==> src/rtl/param_code_lock.sv <==
// Serial combination lock with a run-time reprogrammable code, auto-relock timer,
// failed-attempt counter and timed alarm lockout. Outputs are decoded from the state register.
module param_code_lock #(
   parameter int                  CODE_LEN       = 4,
   parameter logic [CODE_LEN-1:0] CODE           = 4'b1100,
   parameter int                  MAX_FAIL       = 3,
   parameter int                  OPEN_CYCLES    = 8,
   parameter int                  LOCKOUT_CYCLES = 16
) (
   input  logic       clk,
   input  logic       rst,
   input  logic       in,
   input  logic       in_valid,
   input  logic       prog,
   output logic       openlock,
   output logic       alarm,
   output logic       prog_busy,
   output logic [3:0] fail_cnt,
   output logic [1:0] state
);
   localparam int CNT_W = $clog2(CODE_LEN + 1);
   localparam int TMAX  = (OPEN_CYCLES > LOCKOUT_CYCLES) ? OPEN_CYCLES : LOCKOUT_CYCLES;
   localparam int TMR_W = $clog2(TMAX + 1);

   localparam logic [CNT_W-1:0] CNT_LAST = CNT_W'(CODE_LEN - 1);
   localparam logic [TMR_W-1:0] OPEN_T   = TMR_W'(OPEN_CYCLES);
   localparam logic [TMR_W-1:0] LOCK_T   = TMR_W'(LOCKOUT_CYCLES);
   localparam logic [TMR_W-1:0] TMR_ONE  = TMR_W'(1);
   localparam logic [3:0]       FAIL_MAX = 4'(MAX_FAIL);
   localparam logic [3:0]       FAIL_LIM = 4'(MAX_FAIL - 1);

   typedef enum logic [1:0] {
      S_LOCKED = 2'b00,
      S_OPEN   = 2'b01,
      S_PROG   = 2'b10,
      S_ALARM  = 2'b11
   } state_e;

   state_e              state_q, state_d;
   logic [CODE_LEN-1:0] code_q, code_d;
   logic [CODE_LEN-1:0] shift_q, shift_d;
   logic [CNT_W-1:0]    cnt_q, cnt_d;
   logic [3:0]          fail_q, fail_d;
   logic [TMR_W-1:0]    tmr_q, tmr_d;
   logic [CODE_LEN-1:0] shifted;
   logic                last_bit;

   // The incoming bit completes the word on the edge it is sampled.
   assign shifted  = {shift_q[CODE_LEN-2:0], in};
   assign last_bit = (cnt_q == CNT_LAST);

   always_ff @(posedge clk or negedge rst) begin
      if (!rst) begin
         state_q <= S_LOCKED;
         code_q  <= CODE;
         shift_q <= '0;
         cnt_q   <= '0;
         fail_q  <= '0;
         tmr_q   <= '0;
      end else begin
         state_q <= state_d;
         code_q  <= code_d;
         shift_q <= shift_d;
         cnt_q   <= cnt_d;
         fail_q  <= fail_d;
         tmr_q   <= tmr_d;
      end
   end

   always_comb begin
      state_d = state_q;
      code_d  = code_q;
      shift_d = shift_q;
      cnt_d   = cnt_q;
      fail_d  = fail_q;
      tmr_d   = tmr_q;
      case (state_q)
         S_LOCKED: begin
            if (in_valid) begin
               shift_d = shifted;
               if (last_bit) begin
                  cnt_d = '0;
                  if (shifted == code_q) begin
                     state_d = S_OPEN;
                     tmr_d   = OPEN_T;
                     fail_d  = '0;
                  end else if (fail_q < FAIL_LIM) begin
                     fail_d = fail_q + 4'd1;
                  end else begin
                     state_d = S_ALARM;
                     fail_d  = FAIL_MAX;
                     tmr_d   = LOCK_T;
                  end
               end else begin
                  cnt_d = cnt_q + CNT_W'(1);
               end
            end
         end
         S_OPEN: begin
            // A programming request takes priority over auto-relock on the final cycle.
            if (prog) begin
               state_d = S_PROG;
               cnt_d   = '0;
               shift_d = '0;
            end else if (tmr_q == TMR_ONE) begin
               state_d = S_LOCKED;
               tmr_d   = '0;
            end else begin
               tmr_d = tmr_q - TMR_ONE;
            end
         end
         S_PROG: begin
            if (in_valid) begin
               shift_d = shifted;
               if (last_bit) begin
                  code_d  = shifted;
                  cnt_d   = '0;
                  state_d = S_LOCKED;
               end else begin
                  cnt_d = cnt_q + CNT_W'(1);
               end
            end
         end
         default: begin
            if (tmr_q == TMR_ONE) begin
               state_d = S_LOCKED;
               tmr_d   = '0;
               fail_d  = '0;
               cnt_d   = '0;
            end else begin
               tmr_d = tmr_q - TMR_ONE;
            end
         end
      endcase
   end

   assign openlock  = (state_q == S_OPEN);
   assign alarm     = (state_q == S_ALARM);
   assign prog_busy = (state_q == S_PROG);
   assign fail_cnt  = fail_q;
   assign state     = state_q;

endmodule

==> config.mk <==
export PLATFORM = sky130hd
export DESIGN_NAME = param_code_lock
export DESIGN_NICKNAME = d
export VERILOG_FILES = /design/src/rtl/param_code_lock.sv
export SDC_FILE = /design/constraint.sdc
export NUM_CORES = 1
export LEC_CHECK = 0
export BUFFER_PORTS_ARGS = -buffer_cell sky130_fd_sc_hd__buf_4
export CORE_MARGIN = 5
export CORE_UTILIZATION = 55
export CTS_BUF_LIST = sky130_fd_sc_hd__clkbuf_4
export DETAILED_ROUTE_END_ITERATION = 7
export PLACE_DENSITY_LB_ADDON = 0.25
export SYNTH_ARGS = -nofsm -noshare
export SYNTH_HDL_FRONTEND = slang
export SYNTH_SLANG_ARGS = --single-unit
export TNS_END_PERCENT = 1
==> constraint.sdc <==
create_clock -name clk -period 2.4 [get_ports clk]
set_input_delay 0.48 -clock clk [delete_from_list [all_inputs] [get_ports clk]]
set_output_delay 0.48 -clock clk [all_outputs]
set_load 0.02 [all_outputs]
== Word-level counts from Yosys, hierarchy flattened ==
Cells that the tools add are included.
Word-level totals
  register bits: 21
  latch bits: 0
  memory bits (writable): 0
  memory bits (read-only): 0
  input port bits: 5
  memories kept: 0
Cells by class
  add/subtract/negate cells: 3
  $mul: 0
  div/mod/pow operators: 0
  $lt $le $gt $ge: 1
  equal/unequal tests: 14
  shift operators: 0
  muxes and demuxes: 30
  bitwise gates (word level): 2
  reduce and logical (&&, ||, !) cells: 12
Operators with widths (count)
  $mux 5: 6
  $mux 4: 5
  $mux 3: 6
  $mux 2: 8
  $pmux 5 s3: 1
  $pmux 3 s2: 2
  $ne 2x2->1 const B: 5
  $reduce_and 5->1: 2
  $reduce_and 3->1: 3
  $pmux 4 s2: 1
  $pmux 2 s3: 1
  $eq 5x1->1 const B: 1
  $sub 5x1->5 const B: 1
  $add 4x1->4 const B: 1
  $eq 2x2->1 const B: 2
  $eq 4x4->1: 1
  $lt 4x2->1 const B: 1
  $ne 2x1->1 const B: 2
  $reduce_and 4->1: 1
  $reduce_bool 2->1: 2
  $reduce_or 2->1: 2
  $add 3x1->3 const B: 1
  $eq 3x2->1 const B: 1
  $ne 3x3->1 const B: 1
  4 further kinds: 5

== Logic depth before layout (Yosys ltp) ==
Gate-level depths: netlist (run 1).
  depth in word-level cells: 6
  gate-level depth with buffers: 6
  mapped depth without buffers: 6

== Worst setup path before layout (run 1) ==
No wires, ideal clock.
  path kind: flip-flop to flip-flop
  start: reg state_q[0] (netlist: state[0])
  end: reg tmr_q[4]
  setup time: 121 ps
  arrival time: 1812 ps
  data required time: 2279 ps
  setup slack: 467 ps
  stages on the path, launching flop included: 7
  buffers on the path: 0
  clock period less this slack: 1933 ps
  cell sequence: dfrtp_1 inv_1 ha_1 or4b_1 a21oi_1 o21ai_0 a22o_1
Between the ends
  cells in the longest elaborated chain, start to end: 3
RTL lines
  from (decl): RTL line 39  | state_e state_q, state_d;
  from (signal assigned): RTL line 61  | state_q <= state_d;
  $eq 2x1->1 (tied with other cells): RTL line 77  | case (state_q)
  $ne 2x2->1 (no line) (tied with other cells)
  $reduce_and 5->1 (no line)
  to (signal assigned): RTL line 66  | tmr_q <= tmr_d;
  to (decl): RTL line 44  | logic [TMR_W-1:0] tmr_q, tmr_d;
Parallel ways exist; a longest one is shown, timed or not.
A chain may end at the register's enable or synchronous reset.

== Final worst setup path (run 1) ==
Ends and elaborated chain as after synthesis.

==> results of run 1 <==
[state kept, by name, indices dropped and copies added, names as in the netlist]
signal	count
cnt_q	3
code_q	4
fail_cnt	4
shift_q	3
state	2
tmr_q	5
[routing by layer]
layer	vias up	share of wire	track usage
li1	474	-	-
met1	469	0.46	0.1961
met2	4	0.52	0.2648
met3	2	0.016	0.02851
met4	0	0.0059	0.03560
met5	-	0	0
[synth_stat cells (2+ instances only)]
master | count | share of area
nor4_1 | 2 | 0.0096
xor2_1 | 4 | 0.027
mux2_2 | 7 | 0.061
nor2b_1 | 4 | 0.019
nand2_1 | 6 | 0.017
a21oi_1 | 8 | 0.031
nand3_1 | 4 | 0.015
ha_1 | 9 | 0.087
dfstp_2 | 2 | 0.040
and2_1 | 2 | 0.0096
dfrtp_1 | 19 | 0.37
nor2_1 | 6 | 0.017
nor3_1 | 3 | 0.012
mux2_1 | 3 | 0.026
inv_1 | 10 | 0.029
or3_1 | 3 | 0.014
o21ai_0 | 5 | 0.019
o211ai_1 | 2 | 0.012
[cell families (layout without fill, tap and decap cells)]
logic type	after synthesis	after routing	synth area share
multiplexers	11	11	0.09423
XOR/XNOR	4	4	0.02692
adder cells (fa/ha/maj)	9	9	0.08654
flip-flops	21	21	0.4058
AO/OA/AOI/OAI	28	28	0.1750
buffers and inverters	11	27	0.03173
AND/OR/NAND/NOR	38	38	0.1798
[final cells by class]
type / instances / area share
multi-input cells: 90 / 0.5013
flip-flops and latches: 21 / 0.3616
repair buffers: 13 / 0.06684
inverters: 10 / 0.02571
well taps: 28 / 0.02399
clock buffers: 3 / 0.01542
clock inverters: 1 / 0.005141
[power breakdown]
part / internal (mW) / switching, mW / total, mW
combinational: 0.408 / 0.548 / 0.957
clock: 0.0633 / 0.107 / 0.171
sequential: 0.500 / 0.131 / 0.632
[path summary, 6_finish.rpt]
kind	start	to	slack (ps)	cells after the start
hold / removal	rst	cnt_q[0]$_DFFE_PN0P_	30	1
hold reg to reg	cnt_q[1]$_DFFE_PN0P_	cnt_q[1]$_DFFE_PN0P_	530	1
min in group clk	in	shift_q[0]$_DFFE_PN0P_	420	3
setup reg to reg	state[0]$_DFFE_PN0P_	tmr_q[4]$_DFFE_PN0P_	240	6
setup / recovery	state[0]$_DFFE_PN0P_	tmr_q[4]$_DFFE_PN0P_	240	6
max in group asynchronous	rst	code_q[2]$_DFFE_PN1P_	2100	1
[critical path: cells and delay by family (launching register included)]
kind / cells / cell delay, ps
adder cells (fa/ha/maj): 1 / 380
buffers and inverters: 1 / 150
AND/OR/NAND/NOR: 1 / 580
AO/OA/AOI/OAI: 3 / 470
flip-flops: 1 / 480
[stage by stage]
stage / setup WS (ps) / power [mW]
finish: 241.3 / 1.759
global route: 152.3 / 1.912
CTS: 257.2 / 1.781
detailed placement: 273.6 / 1.598
global placement: 350.8 / 1.561
floorplan: 467.2 / 1.349
==> reports/qor.txt, run 1 <==
Placed cell count - 162
I/O Pins - 14
Syn nets - 136
Clk root buf - clkbuf_4
Pin count of the biggest net entering global routing - 22
GPL Wtd Cong - 0.8108
Max Cap Viol - 0
Die area - 3439 sq um
Total negative setup slack - 0 ps
CP Data Required Time - 2610 ps
Clk_lat worst skew - 300 ps
Status - finished, final reports clean
GR Overflow Total - 0
Synthesized instance count - 122
Die H - 58.64 um
Post-synth ARST share - 1.000
Starting Density - 0.5826
First-pass GRT wire length - 4.098 mm
Reg clk slew, reported paths - 130 ps
Clock buffer depth - 2
WL/cell - 14.29 um
Slew @ Worst Pin - 704.6 ps
Num rows - 17
HPWL Detailed - 1.856 mm
Max_slew headroom - 0.5267
Share of layout cells above drive strength 1 - 0.2391
Vias per inst - 5.717
Die X - 58.64 um
Period utilization - 0.8994
Hold Crit Class - in -> async
Clock Sinks - 21
Register area share after synthesis - 0.4058
1st-iter DRT viols - 32
Unrepaired setup endpoints after global routing - false
Setup Buffers After CTS - 0
Antenna violations before repair - 0
Pleak - 0.7023 nW
Routed Antenna Nets - 0
Arrival time worst endpoint - 2370 ps
#FFs+latches synth - 21
Hold_ws - 27.14 ps
Netlist cell types - 41
Post_cts resized - 0
CTS Buf Count - 3
CTS tree - built
Fin area - 1460 sq um
Placed Area - 1430 sq um
Fillcell total - 178
Max Clock Freq - 463.2 MHz
Startpoint types - flip-flop
Core area - 2233 sq um
Register area - 528.0 sq um
Multi-input logic area - 732.0 sq um
Maximum vdd drop - 0.0006310 V
CP max FO - 12
Tmin final - 2159 ps
Tot GR Track Use - 0.1524
Setup-failing EPs final - 0
Commonest non-fill, non-tap cell in the layout - dfrtp_1
Slowest CP cell - or4b_1
Main synth FF type - dfrtp_1
CP Capture Type - flip-flop
Worst Skew - 15.49 ps
Final hold violation count - 0
Synthesized area per cell - 10.67 sq um
# port buffers - 13
Ant diodes - 0
Layout Cells excl Fill - 166
Most frequent cells in the layout - 19 x dfrtp_1, 13 x buf_4, 10 x inv_1
Vias in the first global route - 931
Drt drc - 0
Nets - 153
CTS HTree Levels - 1
Pwr/cell area - 1205 nW/um^2
DR vias - 949
Layout overhead on the synthesized area - 12.21%
YS warnings - 0
Synth Cell Area - 1301 sq um
CP peak stage delay - 580 ps
Hold Buf Count CTS - 0
Max-slew violations - 0
Drt pass-1 iters - 4
Total Wirelength - 2.372 mm
Crit path kind - reg -> reg
Number of synthesized flops with an enable pin - 0
Worst path cell trace - inv_1, ha_1, or4b_1, a21oi_1, o21ai_0, a22o_1
Post-layout util - 0.6538
Power figures use the tool's default switching activity.
==> inputs of run 2 (changes only) <==
--- a/config.mk
+++ b/config.mk
@@ -11,6 +11,7 @@
 export CTS_BUF_LIST = sky130_fd_sc_hd__clkbuf_4
 export DETAILED_ROUTE_END_ITERATION = 7
 export PLACE_DENSITY_LB_ADDON = 0.25
+export REMOVE_ABC_BUFFERS = 1
 export SYNTH_ARGS = -nofsm -noshare
 export SYNTH_HDL_FRONTEND = slang
 export SYNTH_SLANG_ARGS = --single-unit
==> reports/qor.txt, run 2 (synthesized netlist as in run 1, its figures left out) <==
Status - finished, final reports clean (unchanged)
1st-iter DRT viols - 15 (was 32)
Drt pass-1 iters - 4 (unchanged)
Startpoint types - flip-flop (unchanged)
# port buffers - 13 (unchanged)
Pwr/cell area - 1210 nW/um^2 (was 1205 nW/um^2)
Nets - 153 (unchanged)
Share of layout cells above drive strength 1 - 0.2391 (unchanged)
Max Clock Freq - 461.2 MHz (was 463.2 MHz)
Pin count of the biggest net entering global routing - 22 (unchanged)
CP Capture Type - flip-flop (unchanged)
Commonest non-fill, non-tap cell in the layout - dfrtp_1 (unchanged)
Layout overhead on the synthesized area - 12.21% (unchanged)
GR Overflow Total - 0 (unchanged)
Setup-failing EPs final - 0 (unchanged)
Max reg flops - 5 (unchanged)
Placed cell count - 162 (unchanged)
Slew @ Worst Pin - 695.9 ps (was 704.6 ps)
Drt drc - 0 (unchanged)
CP Data Required Time - 2600 ps (was 2610 ps)
Total Wirelength - 2.461 mm (was 2.372 mm)
Max-slew violations - 0 (unchanged)
Fillcell total - 192 (was 178)
Worst Skew - 2.706 ps (was 15.49 ps)
R2R Setup Slk - 230 ps (was 240 ps)
Arrival time worst endpoint - 2370 ps (about the same)
Post_cts resized - 0 (unchanged)
Reg-to-reg endpoint - fail_cnt[0]$_DFFE_PN0P_ (was tmr_q[4]$_DFFE_PN0P_)
CP max FO - 12 (unchanged)
Clock Sinks - 21 (unchanged)
DR vias - 989 (was 949)
Hold Crit Class - in -> async (unchanged)
Hold Buf Count CTS - 0 (unchanged)
Tmin final - 2168 ps (was 2159 ps)
Unrepaired setup endpoints after global routing - false (unchanged)
Post-layout util - 0.6538 (unchanged)
Clock buffer depth - 2 (unchanged)
Die H - 58.64 um (unchanged)
Period utilization - 0.9034 (was 0.8994)
Crit path kind - reg -> reg (unchanged)
First-pass GRT wire length - 4.333 mm (was 4.098 mm)
Overall power - 1.767 mW (was 1.759 mW)
Tot GR Track Use - 0.1625 (was 0.1524)
Max Cap Viol - 0 (unchanged)
Routed Antenna Nets - 0 (unchanged)
Maximum vdd drop - 0.0007225 V (was 0.0006310 V)
Clk_lat worst skew - 300 ps (about the same)
Clk root buf - clkbuf_4 (unchanged)
Core area - 2233 sq um (unchanged)
Total negative setup slack - 0 ps (unchanged)
Num rows - 17 (unchanged)
GPL Wtd Cong - 0.8442 (was 0.8108)
Most frequent cells in the layout - 19 x dfrtp_1, 13 x buf_4, 10 x inv_1 (unchanged)
Worst r2r src - state[0]$_DFFE_PN0P_ (unchanged)
R2R depth - 6 (unchanged)
Max_slew headroom - 0.5325 (was 0.5267)
Final hold violation count - 0 (unchanged)
Vias in the first global route - 973 (was 931)
Starting Density - 0.5826 (unchanged)
Setup Buffers After CTS - 0 (unchanged)
CTS HTree Levels - 1 (unchanged)
Die area - 3439 sq um (unchanged)
I/O Pins - 14 (unchanged)
Ant diodes - 0 (unchanged)
Vias per inst - 5.958 (was 5.717)
CTS Buf Count - 3 (unchanged)
Reg clk slew, reported paths - 120 ps (was 130 ps)
Reg with most FFs - tmr_q (unchanged)
Layout Cells excl Fill - 166 (unchanged)
Antenna violations before repair - 0 (unchanged)
CTS tree - built (unchanged)
Die X - 58.64 um (unchanged)
Pleak - 0.7067 nW (was 0.7023 nW)
WL/cell - 14.83 um (was 14.29 um)
HPWL Detailed - 1.867 mm (was 1.856 mm)
-- run 2: power breakdown --
group	leakage [nW]	switching, mW	total [mW]	internal [mW]
sequential	0.254	0.133	0.633	0.500
clock	0.0184	0.108	0.185	0.0762
combinational	0.434	0.540	0.950	0.409
-- run 2: routing by layer --
metal  vias up  track usage  part of all wire
met5         -            0                 0
met4         0      0.04854             0.014
met3         5      0.02632             0.039
met2        20       0.2727              0.50
met1       485       0.2155              0.44
li1        479            -                 -
-- run 2: worst max path at each step --
stage / from / to / cells past startpoint
after floorplan: state[0]$_DFFE_PN0P_ / tmr_q[4]$_DFFE_PN0P_ / 6
after global placement: state[0]$_DFFE_PN0P_ / fail_cnt[0]$_DFFE_PN0P_ / 6
after detailed placement: state[0]$_DFFE_PN0P_ / fail_cnt[0]$_DFFE_PN0P_ / 6
after CTS: state[0]$_DFFE_PN0P_ / fail_cnt[0]$_DFFE_PN0P_ / 6
after global routing: state[0]$_DFFE_PN0P_ / fail_cnt[0]$_DFFE_PN0P_ / 6
final: state[0]$_DFFE_PN0P_ / fail_cnt[0]$_DFFE_PN0P_ / 6
-- run 2: layout make-up --
class / count / area [sq um] / area share
multi-input cells: 90 / 732.0 / 0.5013
repair buffers: 13 / 97.59 / 0.06684
well taps: 28 / 35.03 / 0.02399
inverters: 10 / 37.54 / 0.02571
flip-flops and latches: 21 / 528.0 / 0.3616
clock buffers: 4 / 30.03 / 0.02057
-- run 2: through the flow --
stage	instance area [sq um]	setup WS, ps	hold slack [ps]
2_1_floorplan	1297	319.8	184.4
3_3_place_gp	1430	351.7	375.0
3_5_place_dp	1430	272.2	380.4
4_1_cts	1460	220.2	41.67
5_1_grt	1460	61.71	41.56
6_report	1460	231.7	33.31
-- run 2: worst max-delay path, stage by stage (launching register included) --
cell      delay, ps
dfrtp_1         470
inv_1           190
ha_1            460
nand4b_1        290
o21a_4          220
nor2_8          100
mux2_1          330
